==> config.mk <==
export PLATFORM = sky130hd
export DESIGN_NAME = accumulator_bank
export DESIGN_NICKNAME = d
export VERILOG_FILES = /design/src/rtl/accumulator_bank.sv
export SDC_FILE = /design/constraint.sdc
export NUM_CORES = 1
export LEC_CHECK = 0
export ABC_CLOCK_PERIOD_IN_PS = 3790
export CAP_MARGIN = 20
export CORE_ASPECT_RATIO = 1.2
export CORE_UTILIZATION = 25
export CTS_CLUSTER_DIAMETER = 150
export DETAILED_ROUTE_END_ITERATION = 7
export GPL_ROUTABILITY_DRIVEN = 0
export GPL_TIMING_DRIVEN = 0
export SYNTH_ARGS = -nofsm -noshare
export SYNTH_HDL_FRONTEND = slang
export SYNTH_SLANG_ARGS = --single-unit
==> constraint.sdc <==
create_clock -name clk -period 3.79 [get_ports clk]
set_clock_uncertainty 0.05 [all_clocks]
set_input_delay 1.137 -clock clk [delete_from_list [all_inputs] [get_ports clk]]
set_output_delay 1.137 -clock clk [all_outputs]
set_load 0.01 [all_outputs]
==> src/rtl/accumulator_bank.sv <==
// accumulator_bank: DEPTH-row x COLS-column signed accumulator with K-pass tiling and valid/ready row drain.
// Optional saturating adds and the sat_flag output are enabled by defining ACC_SATURATE_EN.
module accumulator_bank #(
  parameter int DATA_W = 8,
  parameter int ACC_W  = 16,
  parameter int DEPTH  = 2,
  parameter int COLS   = 2,
  parameter int PASS_W = 4
) (
  input  logic                       clk,
  input  logic                       reset,
  input  logic                       clear,
  input  logic                       acc_mode,
  input  logic [PASS_W-1:0]          num_passes,
  input  logic                       in_valid,
  input  logic [COLS*DATA_W-1:0]     in_data,
  output logic                       in_ready,
  output logic                       full,
  output logic                       out_valid,
  input  logic                       out_ready,
  output logic [COLS*ACC_W-1:0]      out_data,
  output logic [$clog2(DEPTH)-1:0]   out_row
`ifdef ACC_SATURATE_EN
  ,
  output logic                       sat_flag
`endif
);

  localparam int PTR_W = $clog2(DEPTH);
  localparam logic [PTR_W-1:0] LAST_ROW = PTR_W'(DEPTH - 1);

  typedef enum logic {FILL = 1'b0, DRAIN = 1'b1} state_t;

  state_t                              state_q, state_d;
  logic [DEPTH-1:0][COLS-1:0][ACC_W-1:0] buf_q, buf_d;
  logic [PTR_W-1:0]                    wr_ptr_q, wr_ptr_d;
  logic [PTR_W-1:0]                    rd_ptr_q, rd_ptr_d;
  logic [PASS_W-1:0]                   pass_cnt_q, pass_cnt_d;
  logic [PASS_W-1:0]                   passes_q, passes_d;
  logic                                out_valid_q, out_valid_d;
  logic [COLS*ACC_W-1:0]               out_data_q, out_data_d;
  logic [PTR_W-1:0]                    out_row_q, out_row_d;
  logic [ACC_W-1:0]                    ext_s, sum_s;
`ifdef ACC_SATURATE_EN
  logic                                sat_q, sat_d;
`endif

  function automatic logic [ACC_W-1:0] sext(input logic [DATA_W-1:0] v);
    logic signed [DATA_W-1:0] sv;
    sv = v;
    return ACC_W'(sv);
  endfunction

  // Next-state logic: clear wins, then FILL accepts beats, DRAIN streams rows out.
  always_comb begin
    state_d     = state_q;
    buf_d       = buf_q;
    wr_ptr_d    = wr_ptr_q;
    rd_ptr_d    = rd_ptr_q;
    pass_cnt_d  = pass_cnt_q;
    passes_d    = passes_q;
    out_valid_d = out_valid_q;
    out_data_d  = out_data_q;
    out_row_d   = out_row_q;
    ext_s       = '0;
    sum_s       = '0;
`ifdef ACC_SATURATE_EN
    sat_d       = sat_q;
`endif
    if (clear) begin
      state_d     = FILL;
      buf_d       = '0;
      wr_ptr_d    = '0;
      rd_ptr_d    = '0;
      pass_cnt_d  = '0;
      passes_d    = '0;
      out_valid_d = 1'b0;
      out_data_d  = '0;
      out_row_d   = '0;
`ifdef ACC_SATURATE_EN
      sat_d       = 1'b0;
`endif
    end else begin
      case (state_q)
        FILL: begin
          if (in_valid) begin
            for (int c = 0; c < COLS; c++) begin
              ext_s = sext(in_data[c*DATA_W +: DATA_W]);
              if (acc_mode) begin
                sum_s = buf_q[wr_ptr_q][c] + ext_s;
`ifdef ACC_SATURATE_EN
                // Signed overflow: operands agree in sign but the wrapped sum does not.
                if ((buf_q[wr_ptr_q][c][ACC_W-1] == ext_s[ACC_W-1]) &&
                    (sum_s[ACC_W-1] != ext_s[ACC_W-1])) begin
                  sum_s = ext_s[ACC_W-1] ? {1'b1, {(ACC_W-1){1'b0}}} : {1'b0, {(ACC_W-1){1'b1}}};
                  sat_d = 1'b1;
                end else begin
                  sum_s = sum_s;
                end
`endif
                buf_d[wr_ptr_q][c] = sum_s;
              end else begin
                buf_d[wr_ptr_q][c] = ext_s;
              end
            end
            if ((wr_ptr_q == '0) && (pass_cnt_q == '0)) begin
              passes_d = (num_passes == '0) ? PASS_W'(1) : num_passes;
            end else begin
              passes_d = passes_q;
            end
            // DEPTH >= 2, so the latching beat is never the final beat and passes_q is valid here.
            if (wr_ptr_q == LAST_ROW) begin
              wr_ptr_d   = '0;
              pass_cnt_d = pass_cnt_q + PASS_W'(1);
              if (pass_cnt_q == (passes_q - PASS_W'(1))) begin
                state_d     = DRAIN;
                rd_ptr_d    = '0;
                out_row_d   = '0;
                out_data_d  = buf_q[0];
                out_valid_d = 1'b1;
              end else begin
                state_d = FILL;
              end
            end else begin
              wr_ptr_d = wr_ptr_q + PTR_W'(1);
            end
          end else begin
            state_d = FILL;
          end
        end
        DRAIN: begin
          if (out_valid_q && out_ready) begin
            if (rd_ptr_q == LAST_ROW) begin
              state_d     = FILL;
              out_valid_d = 1'b0;
              buf_d       = '0;
              wr_ptr_d    = '0;
              rd_ptr_d    = '0;
              pass_cnt_d  = '0;
              passes_d    = '0;
`ifdef ACC_SATURATE_EN
              sat_d       = 1'b0;
`endif
            end else begin
              rd_ptr_d   = rd_ptr_q + PTR_W'(1);
              out_row_d  = rd_ptr_q + PTR_W'(1);
              out_data_d = buf_q[rd_ptr_q + PTR_W'(1)];
            end
          end else begin
            state_d = DRAIN;
          end
        end
        default: begin
          state_d = FILL;
        end
      endcase
    end
  end

  // State and datapath registers with asynchronous active-high reset.
  always_ff @(posedge clk or posedge reset) begin
    if (reset) begin
      state_q     <= FILL;
      buf_q       <= '0;
      wr_ptr_q    <= '0;
      rd_ptr_q    <= '0;
      pass_cnt_q  <= '0;
      passes_q    <= '0;
      out_valid_q <= 1'b0;
      out_data_q  <= '0;
      out_row_q   <= '0;
`ifdef ACC_SATURATE_EN
      sat_q       <= 1'b0;
`endif
    end else begin
      state_q     <= state_d;
      buf_q       <= buf_d;
      wr_ptr_q    <= wr_ptr_d;
      rd_ptr_q    <= rd_ptr_d;
      pass_cnt_q  <= pass_cnt_d;
      passes_q    <= passes_d;
      out_valid_q <= out_valid_d;
      out_data_q  <= out_data_d;
      out_row_q   <= out_row_d;
`ifdef ACC_SATURATE_EN
      sat_q       <= sat_d;
`endif
    end
  end

  assign in_ready  = (state_q == FILL);
  assign full      = (state_q == DRAIN);
  assign out_valid = out_valid_q;
  assign out_data  = out_data_q;
  assign out_row   = out_row_q;
`ifdef ACC_SATURATE_EN
  assign sat_flag  = sat_q;
`endif

endmodule

Word-level counts from Yosys, hierarchy flattened
Index checks and enable logic that the tools add are counted.
{ "word_totals": {"input_bits": 26, "elab_cells": 111, "out_inout_bits": 36, "ff_bits": 109} }
{ "classes": {"n_eq_ne": 8, "mux": 69, "n_bitwise": 2, "n_reduce_logical": 11, "magnitude_cmp": 3, "n_addsub": 6} }
{ "op_table": {"columns": ["operator", "count"], "rows": [
  ["$mux W64", 9],
  ["$mux W32", 11],
  ["$bwmux W64", 4],
  ["$pmux W64 S2", 1],
  ["$demux W32 S1", 2],
  ["$pmux W32 S2", 1],
  ["$mux W4", 9],
  ["$add A16 B16 Y16", 2],
  ["$mux W1", 24],
  ["$mux W16", 1],
  ["$pmux W4 S2", 2],
  ["$ne A3 B2 Y1 const B", 5],
  ["$reduce_and A4 Y1", 3],
  ["$pmux W1 S2", 5],
  ["$reduce_and A5 Y1", 2],
  ["$logic_not A4 Y1", 2],
  ["$ne A3 B3 Y1 const B", 2],
  ["$add A4 B1 Y4 const B", 1],
  ["$eq A4 B4 Y1", 1],
  ["$lt A1 B2 Y1 const B", 2],
  ["$sub A4 B1 Y4 const B", 1],
  ["$logic_and A1 B1 Y1", 3],
  ["$reduce_and A3 Y1", 1],
  ["$add A1 B1 Y1 const B", 2],
  ["other kinds (2)", 3]
]} }

Depth between registers and ports, before layout
{ "depth": {"depth_word": 14, "ltp_mapped": 11, "mapped_depth_nobuf": 9} }

Worst setup path before layout
No wires, ideal clock.
{ "synth_timing": {"path_type": "reg-to-reg", "from": "reg wr_ptr_q", "to": "reg buf_q[26] in the netlist's numbering", "required_time_ns": 3.614, "setup_slack_ns": 0.384, "path_buffers": 2, "path_stages_with_launch": 12, "arrival_ns": 3.230, "path_cell_list": "dfrtp_1 > clkbuf_1 > buf_1 > mux2_2 > ha_1 > fa_1 > a211oi_1 > nor2_1 > o22ai_1 > o21a_1 > a221oi_1 > a221o_1"} }
{ "synth_between": {"elab_chain_cells": 13} }
{ "synth_lines": {"columns": ["element", "line", "rtl"], "rows": [
  ["from (decl)", "36", "logic [PTR_W-1:0] wr_ptr_q, wr_ptr_d;"],
  ["from (signal assigned)", "178", "wr_ptr_q <= wr_ptr_d;"],
  ["$mux W32 (not written as such) (2 in series)", "90", "sum_s = buf_q[wr_ptr_q][c] + ext_s;"],
  ["$add A16 B16 Y16", "90", null],
  ["$bwmux W64", "101", "buf_d[wr_ptr_q][c] = sum_s;"],
  ["$mux W64", "89", "if (acc_mode) begin"],
  ["$mux W64", "86", "if (in_valid) begin"],
  ["$mux W64", "84", "case (state_q)"],
  ["$mux W64", "70", "if (clear) begin"],
  ["$bwmux W64 (on tied branches)", "103, 101", null],
  ["$mux W64 (*)", "89", null],
  ["$mux W64 (*)", "86", null],
  ["$pmux W64 S2 (*)", "84", null],
  ["$mux W64 (*)", "70", null],
  ["to (signal assigned)", "177", "buf_q <= buf_d;"],
  ["to (decl)", "35", "logic [DEPTH-1:0][COLS-1:0][ACC_W-1:0] buf_q, buf_d;"]
]} }
Mark *: on every way between the ends. The rest lies on a longest branch, timed or not. The select of a mux whose other input is x is not followed.
A chain may end at the register's enable or synchronous reset.

Worst setup path after layout
{ "layout_timing": {"from": "reg wr_ptr_q", "to": "reg buf_q[27] in the netlist's numbering"} }
Same word-level chain as after synthesis.

==> flow_summary.json <==
{
  "die_y_um": 184,
  "antenna_found_initial": 0,
  "final_max_slew_viol_count": 0,
  "routedLengthMet1_mm": 8.33,
  "power.share.combinational_pct": 27.6,
  "synthArstFlopShare_pct": 100,
  "ys_seq_area_share_pct": 39.6,
  "syn_nets": 779,
  "share_seq_of_total_power_pct": 40.1,
  "worstHoldPathType": "reg2reg",
  "final-hold-violation-count": 0,
  "peak_ir_drop_on_the_vdd_network_v": 0.000210,
  "syn_to_final_growth_pct": 20.9,
  "clock.fmax_mhz": 276,
  "placement.setup.worst_slack_ns": -0.408,
  "met2_length_mm": 9.64,
  "worstSetupPathType": "reg2reg",
  "netlist_instances": 718,
  "netlist-cell-type-count": 56,
  "postRouteWirelength_mm": 19.0,
  "clock_insertion_delay_worst_skew_ns": 0.37,
  "clk_pin_slew_ns": 0.08,
  "area_taken_by_multi_input_logic_gates_sq_um": 3950,
  "cts-root-to-sink-buffers": 2,
  "p_switching_mw": 1.04,
  "die-width_um": 154,
  "status": "finished, final reports clean",
  "synthFlopType": "dfrtp_1",
  "worst_slew_pin_slew_ns": 0.992,
  "drt_drc_violations_left": 0,
  "maxUsedRoutingLayer": "met4",
  "hold_bufs_inserted_after_cts": 0,
  "part_of_the_cycle_the_worst_path_needs_pct": 95.5,
  "nets": 854,
  "finalCriticalPeriod_ns": 3.62,
  "worst_setup_path_start_kind": "flip-flop",
  "grt_usage_pct": 13.9,
  "cp.arrival_ns": 3.82,
  "core_area_sq_um": 27100,
  "syn_area_per_cell_sq_um": 9.59,
  "clock_tree_from_tritoncts": "done",
  "grt_first_pass_wirelength_mm": 30.9,
  "insertedDiodeCount": 0,
  "power.leakage_nw": 3.63,
  "report.final.setup_viol": 0,
  "power.share.clock_pct": 32.3,
  "tritoncts_num_sinks": 109,
  "ctsHtreeMaxLevel": 3,
  "post_route_ant_nets": 0,
  "slew-limit-headroom_pct": 33.7,
  "boundaryPins": 62,
  "drt_first_pass_iters": 6,
  "minimum_setup_slack_in_the_final_design_ns": 0.170,
  "ys_ff_latch": 109,
  "register_area_sq_um": 2730,
  "swShare_pct": 31.3,
  "design.die.area_sq_um": 28200,
  "vias_per_cell": 5.03,
  "post-dp-hpwl_mm": 14.3,
  "count_of_flip_flops_with_a_built_in_enable_after_synthesis": 0,
  "ctsRootBufferMaster": "clkbuf_16",
  "drt_first_iter_violations": 370,
  "instances_no_fill": 1138,
  "grt_setup_unrepaired": "false",
  "via_count": 5728,
  "routed-wl-met3_um": 679,
  "routedWlPerCell_um": 16.7,
  "cell_internal_pwr_mw": 2.29,
  "placedCellCount": 1122,
  "cap_violations": 0,
  "r2r_slack_ns": 0.17,
  "finalSetupTns_ns": 0,
  "number_of_global_route_vias_before_repair": 5822,
  "fill_cells": 2811,
  "yosys_warnings": 0,
  "grt_remaining_overflow": 0,
  "areal_power_density_over_the_cells_nw_per_um2": 400,
  "grt_start_max_net_pins": 42,
  "numPortBuffers": 61,
  "synthesis.area_sq_um": 6890,
  "rows": 66,
  "cts_made_buffers": 9,
  "timing.critical_path.fanout_max": 10,
  "start_util_pct": 25.4,
  "crit_required_ns": 3.99,
  "end_kind": "flip-flop",
  "layout-drive-gt1-share_pct": 12.5
}
==> cell families after synthesis <==
kind of cell               synth area share (%)
and+or+nand+nor                            12.4
buffers and inverters                      3.29
muxes                                      13.7
xor gates and xnor gates                   4.20
adders and majority gates                  6.57
DFF                                        39.6
AOI/OAI and AO/OA                          20.3
==> final timing paths <==
check	startpoint	to	cells after the start
setup / recovery	wr_ptr_q	buf_q[27]	9
setup reg to reg	wr_ptr_q	buf_q[27]	9
hold / removal	buf_q[48]	buf_q[48]	2
hold reg to reg	buf_q[48]	buf_q[48]	2
min in group asynchronous	reset	buf_q[44]	2
max in group asynchronous	reset	buf_q[2]	3
==> state kept, by name, summed over array words and instances, names as in the netlist <==
register / cells
out_valid: 1
passes_q: 4
buf_q: 64
rd_ptr_q: 1
out_data: 32
pass_cnt_q: 4
full: 1
wr_ptr_q: 1
out_row: 1
==> layout make-up <==
class / instances / share of cell area [%]
Clock inverter: 5 / 1.07
Multi-Input combinational cell: 556 / 47.4
Inverter: 17 / 0.811
Tap cell: 340 / 5.11
Clock buffer: 11 / 2.91
Sequential cell: 109 / 32.8
Buffer: 36 / 2.03
Timing Repair Buffer: 64 / 7.93
==> synthesized netlist by cell type (5+ instances only) <==
library cell | count | area [sq um]
nand2_1 | 116 | 435
dfrtp_1 | 109 | 2730
a21oi_1 | 73 | 365
o21ai_0 | 58 | 290
mux2_2 | 35 | 394
ha_1 | 33 | 413
mux2_4 | 30 | 450
clkbuf_1 | 28 | 105
nor2_1 | 28 | 105
a221o_1 | 22 | 220
xnor2_1 | 21 | 184
inv_1 | 17 | 63.8
xor2_1 | 12 | 105
a22o_1 | 10 | 87.6
mux2i_1 | 10 | 100
nor3_1 | 10 | 50.1
a211oi_1 | 9 | 67.6
nand3_1 | 8 | 40.0
a21o_1 | 7 | 52.6
a31oi_1 | 7 | 43.8
o21a_1 | 6 | 45.0
o21bai_1 | 5 | 37.5
==> what timing repair did <==
item	CTS	global route
setup buffers	0	0
gates resized for setup	4	3
setup endpoints to repair	20	7
==> stage by stage <==
step           instance area [sq um]  power (mW)  util [%]  hold slack (ns)
2_1_floorplan                   6890        1.99         -            0.416
3_3_place_gp                    7930        2.25      29.3            0.434
3_5_place_dp                    7980        2.27      29.4            0.440
4_1_cts                         8320        3.34      30.7            0.457
5_1_grt                         8330        3.50      30.7            0.474
6_report                        8330        3.33      30.7            0.452
==> metal layers <==
layer  up-vias  GRT usage (%)
li1       2762              -
met1      2822           17.0
met2       123           24.8
met3        21           2.29
met4         0           4.68
met5         -              0
==> power groups by stage <==
stage / Sequential (mW) / Combinational, mW / Clock (mW)
6_report: 1.34 / 0.919 / 1.08
5_1_grt: 1.35 / 1.02 / 1.13
4_1_cts: 1.34 / 0.921 / 1.08
3_5_place_dp: 1.36 / 0.915 / 0
3_3_place_gp: 1.35 / 0.898 / 0
2_1_floorplan: 1.35 / 0.635 / 0
==> critical path, stage by stage (launching register included) <==
cell and delay, ns:
dfrtp_1 0.46, clkbuf_2 0.29, buf_1 0.53, mux2_2 0.42, ha_1 0.33, a21o_1 0.21, nor3_1 0.50, o21bai_1 0.20
xnor2_1 0.19, a221o_1 0.33
==> cell usage in the layout (no fill, tap or decap), drive strengths merged, types with 8 or more instances in the layout <==
master	synthesis	final
a211oi	9	9
xnor2	21	21
a22o	10	10
nor3	10	10
buf	8	10
inv	17	18
nand2	116	116
clkdlybuf4s50	0	60
nand3	8	8
mux2	65	65
mux2i	10	10
a221o	22	22
ha	33	33
clkbuf	28	40
nor2	28	28
o21ai	59	59
a21oi	73	73
xor2	12	12
dfrtp	109	109
Note: power is estimated with default switching activity, not from simulation.
